$ cat config.mk
export PLATFORM = sky130hd
export DESIGN_NAME = sev_seg_scan_driver
export DESIGN_NICKNAME = d
export VERILOG_FILES = /design/src/rtl/sev_seg_scan_driver.sv
export SDC_FILE = /design/constraint.sdc
export NUM_CORES = 1
export LEC_CHECK = 0
export BUFFER_PORTS_ARGS = -buffer_cell sky130_fd_sc_hd__clkbuf_2
export CORE_ASPECT_RATIO = 1.4
export CORE_MARGIN = 3
export CORE_UTILIZATION = 40
export CTS_CLUSTER_SIZE = 10
export DETAILED_ROUTE_END_ITERATION = 10
export PLACE_DENSITY = 0.66
export SETUP_SLACK_MARGIN = 0.3
export SYNTH_ARGS = -nofsm -noshare
export SYNTH_HDL_FRONTEND = slang
export SYNTH_SLANG_ARGS = --single-unit
export TNS_END_PERCENT = 100
$ cat constraint.sdc
create_clock -name clk -period 1.8 [get_ports clk]
set_input_delay 0.09 -clock clk [delete_from_list [all_inputs] [get_ports clk]]
set_output_delay 0.09 -clock clk [all_outputs]
set_load 0.005 [all_outputs]
$ cat src/rtl/sev_seg_scan_driver.sv
// rtl/sev_seg_scan_driver.sv - multiplexed 4-digit seven-segment scan driver
// Define SEV_SEG_GHOST_BLANK_EN to hold the digit selects off for BLANK_CYCLES at each slot start.
module sev_seg_scan_driver #(
    parameter int SCAN_DIV       = 50000,
    parameter int BLANK_CYCLES   = 16,
    parameter bit SEG_ACTIVE_LOW = 1'b1,
    parameter bit SEL_ACTIVE_LOW = 1'b1
) (
    input  logic       clk,
    input  logic       rst,
    input  logic       en,
    input  logic [6:0] digit_0,
    input  logic [6:0] digit_1,
    input  logic [6:0] digit_2,
    input  logic [6:0] digit_3,
    input  logic [3:0] dots,
    output logic [6:0] seg,
    output logic       dp,
    output logic [3:0] digit_sel,
    output logic       frame_start
);

    localparam int            CW       = (SCAN_DIV > 1) ? $clog2(SCAN_DIV) : 1;
    localparam logic [CW-1:0] CNT_LAST = CW'(SCAN_DIV - 1);
    localparam logic [6:0]    SEG_OFF  = {7{SEG_ACTIVE_LOW}};
    localparam logic [3:0]    SEL_OFF  = {4{SEL_ACTIVE_LOW}};
`ifdef SEV_SEG_GHOST_BLANK_EN
    localparam logic [CW-1:0] BLANK_LAST = CW'(BLANK_CYCLES - 1);
`endif

    logic [CW-1:0] cnt, cnt_n;
    logic [1:0]    slot, slot_n;
    logic          shown, shown_n;
    logic          tick;
    logic [6:0]    pat;
    logic          pat_dp;
    logic [6:0]    seg_n;
    logic          dp_n;
    logic [3:0]    sel_n;
    logic          sel_on;
    logic          fs_n;

    always_comb begin
        tick    = (cnt == CNT_LAST);
        cnt_n   = tick ? '0 : cnt + 1'b1;
        slot_n  = tick ? slot + 2'd1 : slot;
        // A slot is only displayed if en was high at its opening edge and has stayed high.
        shown_n = tick ? en : (shown & en);
        fs_n    = tick & (slot == 2'd3);

        pat = digit_0;
        case (slot_n)
            2'd1:    pat = digit_1;
            2'd2:    pat = digit_2;
            2'd3:    pat = digit_3;
            default: pat = digit_0;
        endcase
        pat_dp = dots[slot_n];

        seg_n = seg;
        dp_n  = dp;
        if (!shown_n) begin
            seg_n = SEG_OFF;
            dp_n  = SEG_ACTIVE_LOW;
        end else if (tick) begin
            seg_n = pat ^ SEG_OFF;
            dp_n  = pat_dp ^ SEG_ACTIVE_LOW;
        end

`ifdef SEV_SEG_GHOST_BLANK_EN
        // Next prescaler value is cnt+1 off-tick, so the select opens once cnt+1 reaches BLANK_CYCLES.
        sel_on = shown_n & ~tick & (cnt >= BLANK_LAST);
`else
        sel_on = shown_n;
`endif
        sel_n = sel_on ? ((4'b0001 << slot_n) ^ SEL_OFF) : SEL_OFF;
    end

    always_ff @(posedge clk or posedge rst) begin
        if (rst) begin
            cnt         <= '0;
            slot        <= 2'd3;
            shown       <= 1'b0;
            seg         <= SEG_OFF;
            dp          <= SEG_ACTIVE_LOW;
            digit_sel   <= SEL_OFF;
            frame_start <= 1'b0;
        end else begin
            cnt         <= cnt_n;
            slot        <= slot_n;
            shown       <= shown_n;
            seg         <= seg_n;
            dp          <= dp_n;
            digit_sel   <= sel_n;
            frame_start <= fs_n;
        end
    end

endmodule

==> flow_summary.toml, run 1 <==
[setup_path]
crit_path_start_kind = "flop"
slowest_delay_ps = 410
path_delay_family = "simple AND/OR/NAND/NOR gates"
cp_slowest_cell = "dfrtp_1"
cp.required_ps = 2010
worstPathArrival_ps = 1970
setup.worst_path.end_class = "flop"
cp_num_buf_inv = 1
cp_max_fo = 5
path_class = "flop to flop"
cp_cell_sequence = "nor4_4 > nand3_2 > or3_4 > buf_8 > mux2_4"

[logic_synthesis]
ys_ff_latch = 32
netlist_instances = 156
synthesis.nets = 193
yosysUniqueCellTypes = 35
netlist_area_sq_um = 1760
yosysWarnings = 0
ys_seq_area_share_pct = 46.6
syn-mean-instance-area_sq_um = 11.3

[timing]
hold_viol_final = 0
slew_violations = 0
rsz0062_at_grt = "yes"
skew_ps = 5.61
min_period_ps = 1760
min_period_over_period_pct = 97.6
setup_violations = 0
tightest_slew_ps = 403
setup_tns_ps = 0
max-slew-margin-rel_pct = 73.1
clock.fmax_ghz = 0.569

[grt]
antenna_found_initial = 0
grt_pass1_wl_mm = 7.23
grt_max_degree = 33
grt_overflow = 0
grt_pass1_vias = 1663
track_usage_pct = 18.6

[detailed_routing]
wl_per_cell_um = 15.5
vias = 1535
drc = 0
dr.first_iter.drc_count = 53
wl_mm = 4.52
via_per_inst = 5.27
first_pass_iters = 4
ant_nets = 0

[layout]
nets = 269
area_growth_pct = 42.5
finalCoreUtilization_pct = 61.2
instances_no_fill = 291
drive_above_1_share_pct = 59.2
n_antenna_cell = 0

[pwr]
ir_worst_vdd_uv = 444
p_comb_share_pct = 5.5
switching_share_pct = 21.4
powerDensity_nw_per_um2 = 566
power.switching_uw = 303
power.internal_uw = 1110
clock_power_share_pct = 43.6
p_leak_uw = 0.00113
p_seq_share_pct = 50.9

[placement]
port_buffers = 47
gp_congestion = 0.797
placedCellCount = 274
dpl.hpwl_mm = 3.20

[clock_tree]
cts_tree = "built"
cts_sinks = 32
clk_latency_ps = 290
numCtsBuffers = 5
cts_root_buffer = "clkbuf_8"
clock_path_buffers = 2
cts_max_level = 2
clk_pin_slew_worst_paths_ps = 70

[min_path]
worstHoldPathType = "primary input to flop"

[run]
drv_cap = 0

[run_status]
status = "complete, no violations"

[floorplan]
ios = 48
initial_core_util_pct = 43.0
coreArea_sq_um = 4090
die_area_sq_um = 5230
die_w_um = 62.0
rows = 27
die_h_um = 84.4
-- worst paths after layout --
path                         start           to  slack (ps)  depth (start not counted)
setup reg to reg           cnt[13]       seg[5]          40                          5
max in group asynchronous      rst       seg[2]        1060                          4
min in group asynchronous      rst  frame_start         410                          4
setup / recovery           cnt[13]       seg[5]          40                          5
hold reg to reg             seg[6]       seg[6]         560                          2
hold / removal                  en        shown         220                          2
-- cells in the mapped netlist (all sizes together) --
master  count  share of area, %
a21oi       8               2.3
and2        1              0.36
and3        2              0.71
and3b       1              0.50
and4        2               1.0
buf         8               3.3
clkbuf      2              0.43
dfrtp      18                26
dfstp      14                21
ha          2               1.4
inv         2              0.43
mux2        3               2.6
mux2i       2               1.1
mux4        8                10
nand2      14               3.0
nand3       7               2.6
nand3b      2              0.85
nand4       4               1.4
nor2       19               4.1
nor3        4               1.4
nor3b       3               1.3
nor4       10               4.4
nor4bb      1              0.57
o21a        1              0.43
or2         1              0.36
or3         2              0.71
xnor2       7               3.9
xor2        8               4.0
-- layout make-up --
type	instances	area (sq um)
Clock buffer	8	100
Fill cell	315	1580
Inverter	2	7.51
Multi-Input combinational cell	112	997
Sequential cell	32	818
Tap cell	58	72.6
Timing Repair Buffer	79	508
-- registers in the layout, summed over array words and instances, names as in the netlist --
signal       cells
cnt             16
seg              7
digit_sel        4
slot             2
dp               1
frame_start      1
shown            1
-- metrics by stage --
stage	power [uW]	hold slack [ps]	setup WS [ps]	instance area, sq um
3_5_place_dp	809	178	23.0	2210
4_1_cts	1430	210	56.3	2400
5_1_grt	1460	248	8.75	2500
2_1_floorplan	766	196	-39.8	1800
6_report	1420	221	43.6	2500
3_3_place_gp	805	166	50.3	2210
-- per-layer routing --
layer / share of wire [%] / routed length, um / track usage (%)
met2: 55 / 2480 / 32.2
met4: 2.6 / 118 / 8.88
met5: 0 / 0 / 0
met3: 4.6 / 206 / 4.00
met1: 38 / 1710 / 20.6
-- logic make-up after synthesis --
| kind of cell | share of synthesized area, % |
|---|---|
| and+or+nand+nor | 23.2 |
| DFF | 46.6 |
| xor gates and xnor gates | 7.91 |
| muxes | 14.0 |
| buffers and inverters | 4.20 |
| AOI/OAI and AO/OA | 2.71 |
| adders and majority gates | 1.42 |
-- cells in the final DEF, fill, tap and decap left out, types with 2 or more instances in the layout --
cell type  instances
nor4_1             3
nor2_1            19
nor4_2             6
nand2_1           14
nand4_1            4
nor3_4             2
and3_1             2
nand3_1            4
nor3b_1            3
inv_1              2
a21oi_2            8
mux2_4             3
xnor2_1            6
dfrtp_1           18
buf_6              6
nand3_2            2
xor2_1             8
clkbuf_8           7
clkbuf_2          47
nand3b_1           2
mux4_2             8
mux2i_1            2
buf_4             24
dfstp_2           14
-- power by group through the flow --
| stage | combinational, uW | clock, uW | sequential [uW] |
|---|---|---|---|
| 6_report | 77.9 | 617 | 721 |
| 5_1_grt | 88.3 | 654 | 720 |
| 4_1_cts | 78.2 | 628 | 721 |
| 3_5_place_dp | 76.4 | 0 | 733 |
| 3_3_place_gp | 72.6 | 0 | 733 |
| 2_1_floorplan | 33.1 | 0 | 733 |
-- repair_timing --
item                                    CTS  global route
endpoints found under the setup margin   27            28
gates resized for setup                  12            19
setup buffers                             4             2
hold endpoints to repair                 18             0
gates cloned                              1             1
hold buffers                              1             0
pin swaps                                 4             6
No activity file was read; power rests on OpenSTA's default activity.
==> run 2: changes to the inputs <==
--- a/config.mk
+++ b/config.mk
@@ -5,14 +5,16 @@
 export SDC_FILE = /design/constraint.sdc
 export NUM_CORES = 1
 export LEC_CHECK = 0
-export BUFFER_PORTS_ARGS = -buffer_cell sky130_fd_sc_hd__clkbuf_2
+export ABC_AREA = 1
 export CORE_ASPECT_RATIO = 1.4
 export CORE_MARGIN = 3
 export CORE_UTILIZATION = 40
 export CTS_CLUSTER_SIZE = 10
 export DETAILED_ROUTE_END_ITERATION = 10
-export PLACE_DENSITY = 0.66
+export DONT_BUFFER_PORTS = 1
+export PLACE_DENSITY = 0.56
 export SETUP_SLACK_MARGIN = 0.3
+export SLEW_MARGIN = 10
 export SYNTH_ARGS = -nofsm -noshare
 export SYNTH_HDL_FRONTEND = slang
 export SYNTH_SLANG_ARGS = --single-unit
==> flow_summary.toml, run 2 <==
[run_status]
status = "complete, no violations"

[setup_path]
cp-startpoint = "cnt[13]"
r2r-end = "seg[4]"
r2r_cells = 9
cp_max_fo = 13
crit_path_start_kind = "flop"
worstPathArrival_ps = 1880
path_class = "flop to flop"
r2r_setup_slack_ps = 140
crit_end = "seg[4]"
cp.required_ps = 2020
r2r_start = "cnt[13]"
setup.worst_path.end_class = "flop"

[clock_tree]
clk_pin_slew_worst_paths_ps = 70
clk_latency_ps = 280
clock_path_buffers = 2
cts_max_level = 2
cts_tree = "built"
cts_sinks = 32
cts_root_buffer = "clkbuf_8"
numCtsBuffers = 5

[placement]
dpl.hpwl_mm = 3.40
placedCellCount = 302
placedInstanceArea_sq_um = 2030
port_buffers = 0
dpl_worst_slack_ps = 80.6
gp_congestion = 0.781

[pwr]
p_seq_share_pct = 53.6
switching_share_pct = 21.8
powerDensity_nw_per_um2 = 517
clock_power_share_pct = 42.7
p_comb_share_pct = 3.7
power.switching_uw = 293
p_leak_uw = 0.00118
power.internal_uw = 1050
ir_worst_vdd_uv = 409

[logic_synthesis]
synth_edf_count = 0
ys_ff_latch = 32
yosysWarnings = 0
syn-mean-instance-area_sq_um = 8.14
ys.flop_type = "dfrtp_1"
synth_most_common_cell = "nand3_1"
netlist_area_sq_um = 1920
synthesis.nets = 273
synthTopCellsByArea = "dfrtp_1 23%, dfstp_2 19%, nand3_1 9.4%, nand2_1 6.4%, inv_1 6.1%"
synth_commonest_cells = "36 x nand3_1, 33 x nand2_1, 31 x inv_1"
postSynth.asyncResetShare_pct = 100
yosysTopAreaCellShare_pct = 23.5
netlist_instances = 236
yosysUniqueCellTypes = 30
ys_seq_area_share_pct = 42.6
yosysTopAreaCell = "dfrtp_1"

[layout]
drive_above_1_share_pct = 42.0
max_flop_register = "cnt"
nets = 319
finalCoreUtilization_pct = 56.9
stdcell_area_sq_um = 2600
largest_reg_flops = 16
area_growth_pct = 35.4
n_antenna_cell = 0
largestRegisters = "cnt (16), seg (7), digit_sel (4)"
nFillCells = 445
final_common_cell = "inv_1"
final_cell_mix = "31 x inv_1, 29 x nand2_1, 28 x nand3_1, 22 x buf_4, 16 x nor2_1"
instances_no_fill = 345

[floorplan]
die_area_sq_um = 5680
die_h_um = 88.0
ios = 48
coreArea_sq_um = 4570
die_w_um = 64.6
initial_core_util_pct = 42.0
rows = 29

[timing]
clock.fmax_ghz = 0.602
hold_viol_final = 0
setup_violations = 0
min_period_over_period_pct = 92.3
skew_ps = 4.39
max-slew-margin-rel_pct = 73.8
slew_violations = 0
setup_tns_ps = 0
min_period_ps = 1660
worst_slack_ps = 139
tightest_slew_ps = 393
rsz0062_at_grt = "yes"

[detailed_routing]
ant_nets = 0
wl_met2_mm = 2.84
drc = 0
dr.first_iter.drc_count = 59
vias = 1737
top_layer = "met4"
wl_per_cell_um = 14.9
m1WireLength_mm = 1.91
first_pass_iters = 4
via_per_inst = 5.03
wl_mm = 5.15
met3_length_um = 225

[run]
drv_cap = 0

[grt]
grt_max_degree = 33
grt_pass1_vias = 1745
grt_pass1_wl_mm = 8.09
grt_overflow = 0
track_usage_pct = 18.6
antenna_found_initial = 0

[min_path]
worstHoldPathType = "primary input to flop"
## run 2: changes by cell type in the layout (fill, tap and decap cells not counted), moves of 8 or more
cell and change:
clkbuf_2 -47, dlygate4sd3_1 +12, inv_1 +29, mux4_2 -8
nand2_1 +15, nand2_2 +9, nand2_4 +9, nand3_1 +24
nor2_2 +10
## run 2: what timing repair did
action / CTS / global route
hold buffers: 11 / 2
buffers inserted: 13 / 7
pin swaps: 10 / 16
gates cloned: 0 / 2
endpoints found under the setup margin: 18 / 20
endpoints found under the hold margin: 24 / 2
gates resized for setup: 19 / 26
## run 2: kinds of logic (layout without fill, tap and decap cells)
kind of cell,after synthesis,after routing,share of synthesized area (%)
xor gates and xnor gates,4,4,1.82
adders and majority gates,2,2,1.30
buffers and inverters,41,86,9.58
and+or+nand+nor,129,131,35.3
AOI/OAI and AO/OA,28,28,9.38
DFF,32,32,42.6
## run 2: final cells by class
type | count | area [sq um] | area share (%)
clock inverter | 2 | 10.0 | 0.385
timing repair buffer | 42 | 387 | 14.9
clock buffer | 6 | 82.6 | 3.17
sequential | 32 | 822 | 31.6
inverter | 36 | 135 | 5.19
multi-input combinational | 165 | 1090 | 41.8
tap | 62 | 77.6 | 2.98
## run 2: routing by layer
metal	vias up	global-route usage, %
met5	-	0
met4	0	9.62
met3	14	3.98
met2	56	33.7
met1	817	20.2
li1	850	-
## run 2: worst min path at each step
stage	from	endpoint	slack, ps	cells past startpoint
3_3_place_gp	rst	cnt[1]	90	2
5_1_grt	digit_3[0]	seg[0]	10	3
2_1_floorplan	rst	cnt[0]	200	1
3_5_place_dp	rst	cnt[1]	100	2
6_report	dots[3]	dp	1	3
4_1_cts	digit_1[4]	seg[4]	0.004	3
## run 2: worst max-delay path: stages (launching register included)
cell	delay [ps]
dfrtp_1	420
nor2_2	160
nand2_2	90
nor2_4	170
nand2_4	100
nand2_4	120
nand2_8	110
o21ai_2	170
nand3_2	100
a21oi_2	150
## run 2: power groups by stage
stage	logic (uW)	clock network [uW]	registers, uW
3_3_place_gp	25.9	0	733
2_1_floorplan	19.2	0	733
5_1_grt	56.2	610	720
3_5_place_dp	26.2	0	733
6_report	50.0	574	721
4_1_cts	46.4	582	721
## run 2: metrics by stage
step / hold WS (ps) / power, uW
floorplan: 196 / 752
global placement: 90.9 / 759
detailed placement: 96.1 / 759
CTS: 0.00375 / 1350
global route: 13.8 / 1390
finish: 1.02 / 1340
==> run 3: changes to the inputs <==
--- a/config.mk
+++ b/config.mk
@@ -6,13 +6,15 @@
 export NUM_CORES = 1
 export LEC_CHECK = 0
 export ABC_AREA = 1
+export CELL_PAD_IN_SITES_DETAIL_PLACEMENT = 2
+export CELL_PAD_IN_SITES_GLOBAL_PLACEMENT = 2
 export CORE_ASPECT_RATIO = 1.4
 export CORE_MARGIN = 3
-export CORE_UTILIZATION = 40
+export CORE_UTILIZATION = 32
 export CTS_CLUSTER_SIZE = 10
 export DETAILED_ROUTE_END_ITERATION = 10
 export DONT_BUFFER_PORTS = 1
-export PLACE_DENSITY = 0.56
+export PLACE_DENSITY = 0.74
 export SETUP_SLACK_MARGIN = 0.3
 export SLEW_MARGIN = 10
 export SYNTH_ARGS = -nofsm -noshare
==> flow_summary.toml, run 3 (synthesis results as in run 2) <==
[run_status]
status = "finished, violations left"
violations = "setup timing"

[setup_path]
crit_path_start_kind = "flop"
cp_cell_sequence = "ha_4 > nand3_4 > buf_4 > nor3_4 > nand3_4 > nand2_2 > nand3_1 > nand3_1 > a21oi_2"
r2r_setup_slack_ps = -20
setup.worst_path.end_class = "flop"
cp.required_ps = 2040
cp_slowest_cell = "dfrtp_1"
path_class = "flop to flop"
cp_max_fo = 5
r2r_start = "cnt[0]"
r2r-end = "seg[1]"
cp-startpoint = "cnt[0]"
worstPathArrival_ps = 2060
crit_end = "seg[1]"
slowest_delay_ps = 400
r2r_cells = 9

[clock_tree]
cts_sinks = 32
clk_latency_ps = 300
cts_root_buffer = "clkbuf_8"
cts_max_level = 2
clk_pin_slew_worst_paths_ps = 80
clock_path_buffers = 2
numCtsBuffers = 5
cts_tree = "built"

[detailed_routing]
drc = 0
vias = 1890
first_pass_iters = 4
dr.first_iter.drc_count = 66
wl_mm = 7.78
via_per_inst = 5.37
wl_per_cell_um = 22.1
ant_nets = 0

[min_path]
worstHoldPathType = "primary input to flop"

[layout]
n_antenna_cell = 0
finalCoreUtilization_pct = 47.8
largest_reg_flops = 16
nets = 320
multi_input_area_sq_um = 1220
seqCellArea_sq_um = 818
max_flop_register = "cnt"
drive_above_1_share_pct = 48.6
stdcell_area_sq_um = 2700
largestRegisters = "cnt (16), seg (7), digit_sel (4)"
area_growth_pct = 40.4
nFillCells = 595
final_cell_mix = "29 x nand3_1, 29 x buf_4, 26 x nand2_1, 26 x inv_1, 18 x dfrtp_1"

[placement]
dpl.hpwl_mm = 4.39
port_buffers = 0
placedInstanceArea_sq_um = 2060
gp_congestion = 0.769

[pwr]
p_leak_uw = 0.00123
p_comb_share_pct = 3.2
power.internal_uw = 1090
p_seq_share_pct = 50.8
switching_share_pct = 23.2
power.switching_uw = 330
clock_power_share_pct = 46.0
powerDensity_nw_per_um2 = 526
power.total_uw = 1420
ir_worst_vdd_uv = 285

[timing]
skew_ps = 9.51
hold_viol_final = 0
rsz0062_at_grt = "yes"
worst_slack_ps = -19.3
setup_violations = 3
max-slew-margin-rel_pct = 75.2
clock.fmax_ghz = 0.550
setup_tns_ps = -33.5
min_period_ps = 1820
slew_violations = 0
tightest_slew_ps = 372
min_period_over_period_pct = 101

[floorplan]
initial_core_util_pct = 34.0
coreArea_sq_um = 5650
die_w_um = 71.5
rows = 32
die_area_sq_um = 6980
ios = 48
die_h_um = 97.7

[run]
drv_cap = 0

[grt]
grt_max_degree = 26
grt_pass1_vias = 2102
grt_pass1_wl_mm = 11.1
antenna_found_initial = 0
track_usage_pct = 20.7
grt_overflow = 0
run 3: changes by cell type in the layout (fill, tap and decap cells not counted), sizes merged:
cell and change:
buf +3, dlygate4sd3 -5, clkinv -2, clkbuf +2, nand2 +3
run 3: layout make-up:
class	count	area share, %
repair buffers	40	12.3
flip-flops and latches	32	30.3
clock buffers	8	3.71
well taps	68	3.16
multi-input cells	168	45.3
inverters	36	5.20
run 3: how the worst min path moves through the flow:
stage,startpoint,end,slack [ps],depth (start not counted)
5_1_grt,dots[2],dp,-9,3
6_report,dots[2],dp,2,3
3_3_place_gp,rst,shown,-70,1
4_1_cts,digit_3[5],seg[5],20,3
3_5_place_dp,rst,shown,-60,1
2_1_floorplan,rst,cnt[0],200,1
run 3: repair_timing:
action / in CTS / in global routing
cloned: 4 / 1
buffers inserted: 11 / 9
setup endpoints to repair: 21 / 25
hold buffers: 7 / 1
pin swaps: 20 / 24
resized for setup: 21 / 47
hold endpoints to repair: 13 / 1
run 3: through the flow:
stage                     setup WS, ps  hold slack, ps  std cells
final                            -19.3            1.71        352
after global routing              -123           -9.03        352
after CTS                         92.3            16.3        341
after detailed placement          42.2           -62.2        311
after global placement            75.8           -73.9        311
after floorplan                    299             196        236
run 3: power by group through the flow:
stage | Combinational [uW] | Sequential [uW] | Clock (uW)
2_1_floorplan | 19.2 | 733 | 0
3_3_place_gp | 27.3 | 733 | 0
3_5_place_dp | 28.4 | 733 | 0
4_1_cts | 41.8 | 720 | 642
5_1_grt | 50.8 | 720 | 703
6_report | 46.0 | 720 | 653
run 3: critical path, delay by kind of cell (launching register included):
family / cells / cell delay, ps
buf+inv: 1 / 160
compound gates: 1 / 70
fa+ha+maj: 1 / 170
flops: 1 / 400
simple gates: 6 / 940
run 3: metal layers:
metal	global-route usage, %	up-vias	share of wire [%]
met2	39.1	48	59
met5	0	-	0
li1	-	860	-
met1	22.6	968	36
met4	6.66	0	2.2
met3	3.62	14	3.5
